## src/rtl/vmul_operand_prep_stage.sv

```systemverilog
// Operand preparation ahead of the Vedic multiplier array: signed elements become magnitudes, each
// element's result sign is recorded, and the results are held in a 2-entry skid buffer.
module vmul_operand_prep_stage #(
    parameter int unsigned XLEN   = 32,
    parameter int unsigned PREC_W = 2,
    parameter int unsigned OP_W   = 2
) (
    input  logic              clk,
    input  logic              rst,
    input  logic              in_valid,
    output logic              in_ready,
    input  logic [XLEN-1:0]   operand_a,
    input  logic [XLEN-1:0]   operand_b,
    input  logic [OP_W-1:0]   opcode,
    input  logic [PREC_W-1:0] precision,
    input  logic              flush,
    output logic              out_valid,
    input  logic              out_ready,
    output logic [XLEN-1:0]   mag_a,
    output logic [XLEN-1:0]   mag_b,
    output logic [3:0]        neg_res,
    output logic [OP_W-1:0]   opcode_q,
    output logic [PREC_W-1:0] precision_q,
    output logic              prec_err
);

    localparam int unsigned LANES = XLEN / 8;

    localparam logic [OP_W-1:0]   OP_MUL    = OP_W'(0);
    localparam logic [OP_W-1:0]   OP_MULH   = OP_W'(1);
    localparam logic [OP_W-1:0]   OP_MULHU  = OP_W'(2);
    localparam logic [PREC_W-1:0] PREC_8    = PREC_W'(0);
    localparam logic [PREC_W-1:0] PREC_16   = PREC_W'(1);
    localparam logic [PREC_W-1:0] PREC_32   = PREC_W'(2);
    localparam logic [PREC_W-1:0] PREC_RSVD = PREC_W'(3);

    typedef struct packed {
        logic [XLEN-1:0]   mag_a;
        logic [XLEN-1:0]   mag_b;
        logic [LANES-1:0]  neg;
        logic [OP_W-1:0]   op;
        logic [PREC_W-1:0] prec;
        logic              err;
    } entry_t;

    typedef enum logic [1:0] {
        EMPTY = 2'd0,
        ONE   = 2'd1,
        FULL  = 2'd2
    } state_e;

    state_e            state_q, state_d;
    entry_t            head_q, head_d;
    entry_t            skid_q, skid_d;
    entry_t            new_c;
    logic              out_valid_q, out_valid_d;
    logic              in_ready_q, in_ready_d;
    logic              sgn_a, sgn_b;
    logic              push, pop;
    logic [PREC_W-1:0] prec_eff;

    function automatic logic [7:0] abs8(input logic [7:0] x, input logic s);
        return (s & x[7]) ? 8'(~x + 8'd1) : x;
    endfunction

    function automatic logic [15:0] abs16(input logic [15:0] x, input logic s);
        return (s & x[15]) ? 16'(~x + 16'd1) : x;
    endfunction

    function automatic logic [31:0] abs32(input logic [31:0] x, input logic s);
        return (s & x[31]) ? 32'(~x + 32'd1) : x;
    endfunction

    assign sgn_a    = (opcode != OP_MULHU);
    assign sgn_b    = (opcode == OP_MUL) || (opcode == OP_MULH);
    assign prec_eff = (precision == PREC_RSVD) ? PREC_32 : precision;
    assign push     = in_valid & in_ready_q;
    assign pop      = out_valid_q & out_ready;

    // Per-element magnitude and result sign; a zero operand forces a positive result.
    always_comb begin
        new_c      = '0;
        new_c.op   = opcode;
        new_c.prec = prec_eff;
        new_c.err  = (precision == PREC_RSVD);
        case (prec_eff)
            PREC_8: begin
                for (int i = 0; i < 4; i++) begin
                    new_c.mag_a[8*i +: 8] = abs8(operand_a[8*i +: 8], sgn_a);
                    new_c.mag_b[8*i +: 8] = abs8(operand_b[8*i +: 8], sgn_b);
                    new_c.neg[i] = ((sgn_a & operand_a[8*i+7]) ^ (sgn_b & operand_b[8*i+7]))
                                   & (|operand_a[8*i +: 8]) & (|operand_b[8*i +: 8]);
                end
            end
            PREC_16: begin
                for (int j = 0; j < 2; j++) begin
                    new_c.mag_a[16*j +: 16] = abs16(operand_a[16*j +: 16], sgn_a);
                    new_c.mag_b[16*j +: 16] = abs16(operand_b[16*j +: 16], sgn_b);
                    new_c.neg[2*j +: 2] = {2{((sgn_a & operand_a[16*j+15]) ^ (sgn_b & operand_b[16*j+15]))
                                             & (|operand_a[16*j +: 16]) & (|operand_b[16*j +: 16])}};
                end
            end
            default: begin
                new_c.mag_a = abs32(operand_a, sgn_a);
                new_c.mag_b = abs32(operand_b, sgn_b);
                new_c.neg   = {LANES{((sgn_a & operand_a[31]) ^ (sgn_b & operand_b[31]))
                                     & (|operand_a) & (|operand_b)}};
            end
        endcase
    end

    // Occupancy FSM: head feeds the array, skid catches the entry accepted while the head stalls.
    always_comb begin
        state_d = state_q;
        head_d  = head_q;
        skid_d  = skid_q;
        if (flush) begin
            state_d = EMPTY;
        end else begin
            case (state_q)
                EMPTY: begin
                    if (push) begin
                        state_d = ONE;
                        head_d  = new_c;
                    end
                end
                ONE: begin
                    if (push && pop) begin
                        head_d = new_c;
                    end else if (push) begin
                        state_d = FULL;
                        skid_d  = new_c;
                    end else if (pop) begin
                        state_d = EMPTY;
                    end
                end
                FULL: begin
                    if (pop) begin
                        state_d = ONE;
                        head_d  = skid_q;
                    end
                end
                default: state_d = EMPTY;
            endcase
        end
        out_valid_d = (state_d != EMPTY);
        in_ready_d  = (state_d != FULL);
    end

    always_ff @(posedge clk or posedge rst) begin
        if (rst) begin
            state_q     <= EMPTY;
            head_q      <= '0;
            skid_q      <= '0;
            out_valid_q <= 1'b0;
            in_ready_q  <= 1'b1;
        end else begin
            state_q     <= state_d;
            head_q      <= head_d;
            skid_q      <= skid_d;
            out_valid_q <= out_valid_d;
            in_ready_q  <= in_ready_d;
        end
    end

    assign out_valid   = out_valid_q;
    assign in_ready    = in_ready_q;
    assign mag_a       = head_q.mag_a;
    assign mag_b       = head_q.mag_b;
    assign neg_res     = head_q.neg;
    assign opcode_q    = head_q.op;
    assign precision_q = head_q.prec;
    assign prec_err    = head_q.err;

endmodule
```

## config.mk

```make
export PLATFORM = sky130hd
export DESIGN_NAME = vmul_operand_prep_stage
export DESIGN_NICKNAME = d
export VERILOG_FILES = /design/src/rtl/vmul_operand_prep_stage.sv
export SDC_FILE = /design/constraint.sdc
export NUM_CORES = 1
export LEC_CHECK = 0
export BUFFER_PORTS_ARGS = -buffer_cell sky130_fd_sc_hd__buf_2
export CELL_PAD_IN_SITES_DETAIL_PLACEMENT = 1
export CELL_PAD_IN_SITES_GLOBAL_PLACEMENT = 1
export CORE_ASPECT_RATIO = 1.2
export CORE_MARGIN = 2
export CORE_UTILIZATION = 43
export CTS_BUF_LIST = sky130_fd_sc_hd__clkbuf_16
export CTS_CLUSTER_DIAMETER = 120
export DETAILED_ROUTE_END_ITERATION = 8
export PLACE_DENSITY = 0.78
export SKIP_CTS_REPAIR_TIMING = 1
export SYNTH_ARGS = -nofsm -noshare
export SYNTH_HDL_FRONTEND = slang
export SYNTH_SLANG_ARGS = --single-unit
```

## constraint.sdc

```tcl
create_clock -name clk -period 6 [get_ports clk]
set_input_delay 0.6 -clock clk [delete_from_list [all_inputs] [get_ports clk]]
set_output_delay 0.6 -clock clk [all_outputs]
set_load 0.05 [all_outputs]
```

=== Word-level counts from Yosys, hierarchy flattened ===
Index checks and enable logic that the tools add are counted.

* Bitwise operators: 44
* Multiplexer cells: 27
* $add $sub $neg: 14
* Equality and inequality tests: 10
* Reductions and logical operators: 23

{| class="wikitable"
|+ Operators by type and width
! cell !! number
|-
| 73-bit 2-to-1 mux || 3
|-
| 73-bit case mux with 3 select lines || 1
|-
| 68-bit case mux with 2 select lines || 1
|-
| 16-bit by 1-bit adder with 16-bit output, second input constant || 4
|-
| 32-bit by 1-bit adder with 32-bit output, second input constant || 2
|-
| 8-bit by 1-bit adder with 8-bit output, second input constant || 8
|-
| 16-bit 2-to-1 mux || 4
|-
| 32-bit 2-to-1 mux || 2
|-
| 8-bit 2-to-1 mux || 8
|-
| 16-bit inverter || 4
|-
| 32-bit inverter || 2
|-
| 8-bit inverter || 8
|-
| 16-bit OR reduction || 4
|-
| 32-bit OR reduction || 2
|-
| 8-bit OR reduction || 8
|-
| 1-bit AND || 24
|-
| 2-bit 2-to-1 mux || 7
|-
| 2-bit != test, second input constant || 5
|-
| 2-bit by 1-bit == test with 1-bit output, second input constant || 3
|-
| 2-bit logical NOT || 3
|-
| 2-bit case mux with 3 select lines || 1
|-
| 5-bit AND reduction || 1
|-
| 2-bit == test, second input constant || 2
|-
| 4-bit AND reduction || 1
|-
| 6 further kinds || 10
|}

* Register bits: 150

=== Logic depth before layout (Yosys ltp) ===
* Depth in word-level cells: 9
* Gate-level depth with buffers: 10
* Gate-level depth less buffers: 8

=== Least setup slack after synthesis ===
No wires, ideal clock.

* Path type: input to register
* Start point: input port operand_a[0]
* End point: register head_q (netlist bit mag_a[30])
* Path buffers: 0
* Arrival: 2.597 ns
* Setup slack: 3.326 ns
* Cell stages on the path: 8
* Cell sequence: inv_1 > ha_1 > or3b_2 > or4_4 > or3_1 > a31oi_1 > nor3_1 > o21ai_1

* Longest elaborated chain between the ends: 6
* Elaborated cells on any way between the ends: 7
* Those cells by class: 1 x add/sub; 5 x mux; 1 x bitwise

{| class="wikitable"
|+ Ends and longest elaborated chain
! element !! RTL line !! source
|-
| from (decl) || 12 || <nowiki>input logic [XLEN-1:0] operand_a,</nowiki>
|-
| 32-bit inverter * || 71 || <nowiki>return (s & x[31]) ? 32'(~x + 32'd1) : x;</nowiki>
|-
| 32-bit by 1-bit adder with 32-bit output * || 71 ||
|-
| 32-bit 2-to-1 mux * || 71 ||
|-
| 68-bit case mux with 2 select lines * || 86 || <nowiki>case (prec_eff)</nowiki>
|-
| 73-bit 2-to-1 mux, on equally long branches || 128, 122 ||
|-
| 73-bit case mux with 3 select lines * || 120 || <nowiki>case (state_q)</nowiki>
|-
| to (signal assigned) || 153 || <nowiki>head_q <= '0;</nowiki>
|-
| to (signal assigned) || 159 || <nowiki>head_q <= head_d;</nowiki>
|-
| to (decl) || 53 || <nowiki>entry_t head_q, head_d;</nowiki>
|}

Every way passes the cells marked *; elsewhere a longest branch is shown, timed or not. The select of a mux whose other input is x is not followed.
A chain may end at the register's enable or synchronous reset.

=== Worst setup path in the final report ===
* Start point: register state_q[0]
* End point: register head_q (netlist bit mag_a[28])

* Longest elaborated chain between the ends: 3
* Elaborated cells on any way between the ends: 9
* Those cells by class: 5 x eq/ne; 1 x mux; 3 x reduce/logical

{| class="wikitable"
|+ Ends and longest elaborated chain
! element !! RTL line !! source
|-
| from (decl) || 52 || <nowiki>state_e state_q, state_d;</nowiki>
|-
| from (signal assigned) || 158 || <nowiki>state_q <= state_d;</nowiki>
|-
| 2-bit by 1-bit == test with 1-bit output, or another cell as far along || 120 ||
|-
| 2-bit != test (no line) or 3-bit nonzero test (tied branches) || n/a ||
|-
| 5-bit AND reduction (no line) || n/a ||
|}

Several ways; a longest one is shown, not always the timed one.

==> impl_metrics.yaml <==
global_route:
  grt_pass1_vias: 9067
  grt-ovfl-total: 0
  grt_start_max_net_pins: 91
  global_route_wire_length_before_repair_mm: 50.6
  antenna_found_initial: 1
  grt_usage: 0.293
worst_setup_path:
  cp_data_required_time_ps: 6340
  crit_path_top_delay_cell: "o21ba_2"
  critical_path.endpoint_type: "flop"
  worstPathCellList: "nand2b_2 > buf_4 > a21oi_1 > o21ba_2 > nand2_1 > buf_4 > o21ai_0"
  r2r_cells: 7
  worst_path_largest_cell_delay_ps: 760
  data_arrival_time_of_the_critical_path_ps: 3610
  r2r_end: "mag_a[28]"
  critical_path_fanouts_max: 53
  worstSetupStartpointType: "flop"
  crit-reg2reg-launch: "state_q[0]"
  timing_worst_setup_path_type: "reg2reg"
  path_common_cell: "buf_4"
  r2r_setup_slack_ps: 2730
layout:
  num-nets-final: 1261
  fin_util: 0.504
  final_common_cell: "dfrtp_1"
  fill_cells: 2579
  final-instance-count-excl-fill: 1464
  post_route_cells_drive_above_1_share: 0.179
  area_growth_from_synthesis_to_final_layout_pct: 16.1
  most-common-layout-cells: "dfrtp_1 (149), buf_2 (147), nand2_1 (125), o21ai_0 (110), a21oi_1 (86)"
synth:
  ys_async_sr_fraction: 1.00
  ys_seq_area_frac: 0.417
  syn_area_per_cell_sq_um: 8.31
  total_of_warnings_raised_by_yosys: 0
  yosys.cell_types.count: 72
  syn-num-nets: 1165
  synth-edff-count: 0
  synth_area_sq_um: 9010
  ys_ff_latch: 150
  post_synth_inst_count: 1084
  synth_ff_type: "dfrtp_1"
routing:
  dr_total_vias: 8975
  route.detailed.wl_per_inst_um: 21.7
  met2RoutedLength_mm: 15.7
  viasPerCell: 6.13
  detail_route.wirelength.met1_mm: 13.9
  detail_route.drc_violations: 0
  top_signal_layer_used: "met4"
  wirelength_mm: 31.7
  met3_wirelength_mm: 1.53
  detail_route.iter0.violations: 515
  first_drt_pass_iteration_count: 7
  ant_nets: 0
placed_design:
  place_worst_setup_slack_ps: 2600
  gp_congestion: 1.00
  dp_cells: 1431
  io_buffers: 147
  dpl_wire_length_mm: 22.4
power_and_ir_drop:
  ir_drop_v: 0.000221
  power_density_nw_per_um2: 407
  p_leak_nw: 4.64
floorplan:
  pin_count: 148
  fp-row-count: 58
  die_height_um: 163
  fp.dieW_um: 136
  start_util: 0.434
  core_area_sq_um: 20800
  die_area_sq_um: 22100
clock_network:
  cts.root.buffer_cell: "clkbuf_16"
  clock-sinks: 150
  cts_htree_levels: 4
  numCtsBuffers: 17
  max_buffers_root_to_sink: 2
  insertion_delay_ps: 430
  clk_transition_reported_paths_ps: 70
  tritoncts: "yes"
timing:
  worst_margin_slew_ps: 1140
  setup_viol_count_final: 0
  timing.fmax_ghz: 0.306
  finalMaxSlewViolations: 0
  hold_violations: 0
  timing.final.crit_share: 0.545
  timing.setup.tns_ps: 0
  layout_min_cycle_time_ps: 3270
  rsz0062_at_grt: "false"
  worst_clock_skew_ps: 8.12
  finalWorstSetupSlack_ps: 2730
  slew_headroom: 0.234
run:
  max-cap-violations: 0
hold_path:
  timing.hold.worst.class: "in2async"
outcome:
  status: "finished, final reports clean"
==> sequential cells by signal (all words and copies together), names as in the netlist <==
signal and count:
skid_q 73, mag_a 32, mag_b 32, neg_res 4
opcode_q 2, precision_q 2, state_q 2, in_ready 1
out_valid 1, prec_err 1
==> metal layers <==
layer	vias to the layer above	GRT usage
met4	0	0.0814
met3	49	0.0473
li1	4135	-
met5	-	0
met1	4525	0.392
met2	266	0.490
==> cell usage after synthesis, drive strengths merged (13+ instances only) <==
| library cell | n | area share |
|---|---|---|
| a21o | 17 | 0.014 |
| a21oi | 86 | 0.048 |
| a31oi | 31 | 0.022 |
| and3 | 29 | 0.020 |
| clkbuf | 70 | 0.029 |
| dfrtp | 149 | 0.41 |
| inv | 27 | 0.011 |
| nand2 | 126 | 0.053 |
| nand3 | 30 | 0.017 |
| nand4 | 13 | 0.0090 |
| nor2 | 85 | 0.035 |
| nor3 | 32 | 0.018 |
| nor4 | 20 | 0.014 |
| o21ai | 111 | 0.062 |
| or3 | 20 | 0.014 |
| or4 | 14 | 0.013 |
| xnor2 | 37 | 0.036 |
==> cell type report <==
| cell class | instances | area [sq um] | area share |
|---|---|---|---|
| Timing Repair Buffer | 159 | 826 | 0.0790 |
| Clock inverter | 15 | 141 | 0.0135 |
| Sequential cell | 150 | 3750 | 0.359 |
| Inverter | 27 | 106 | 0.0102 |
| Clock buffer | 17 | 425 | 0.0407 |
| Multi-Input combinational cell | 825 | 4860 | 0.465 |
| Tap cell | 270 | 338 | 0.0323 |
| Antenna cell | 1 | 2.50 | 0.000239 |
==> power breakdown <==
group          switching [W]  leakage (nW)  internal [W]
Clock               0.000481         0.284      0.000581
Sequential          0.000223          1.82       0.00140
Combinational        0.00116          2.53      0.000414
==> how the worst max path moves through the flow <==
stage | slack (ps) | startpoint | depth (start not counted) | end
2_1_floorplan | 1370 | rst | 1 | mag_a[0]
3_3_place_gp | 2640 | operand_a[0] | 9 | mag_a[20]
3_5_place_dp | 2600 | operand_a[0] | 9 | mag_a[20]
4_1_cts | 2700 | state_q[0] | 7 | mag_a[28]
5_1_grt | 2510 | state_q[0] | 7 | mag_a[28]
6_report | 2730 | state_q[0] | 7 | mag_a[28]
==> through the flow <==
| step | area [sq um] | total power (W) | hold WS, ps |
|---|---|---|---|
| 6_report | 10500 | 0.00426 | 313 |
| 2_1_floorplan | 9010 | 0.00274 | 440 |
| 3_3_place_gp | 9890 | 0.00315 | 453 |
| 3_5_place_dp | 9890 | 0.00321 | 461 |
| 4_1_cts | 10500 | 0.00429 | 370 |
| 5_1_grt | 10500 | 0.00450 | 400 |
==> critical path, delay by kind of cell, from the launching register on <==
family	cells	cell delay [ps]
compound gates	3	1390
simple gates	2	660
flops	1	460
buf+inv	2	650
==> kinds of logic (layout without fill, tap and decap cells) <==
| family | count (synthesis) | in the layout | synth area share |
|---|---|---|---|
| multiplexers | 16 | 16 | 0.0183 |
| flip-flops | 150 | 150 | 0.417 |
| other | 0 | 1 | 0 |
| AND/OR/NAND/NOR | 415 | 415 | 0.229 |
| AO/OA/AOI/OAI | 339 | 339 | 0.232 |
| buffers and inverters | 109 | 218 | 0.0463 |
| adder cells (fa/ha/maj) | 8 | 8 | 0.0111 |
| XOR/XNOR | 47 | 47 | 0.0457 |
No activity file was read; power rests on OpenSTA's default activity.
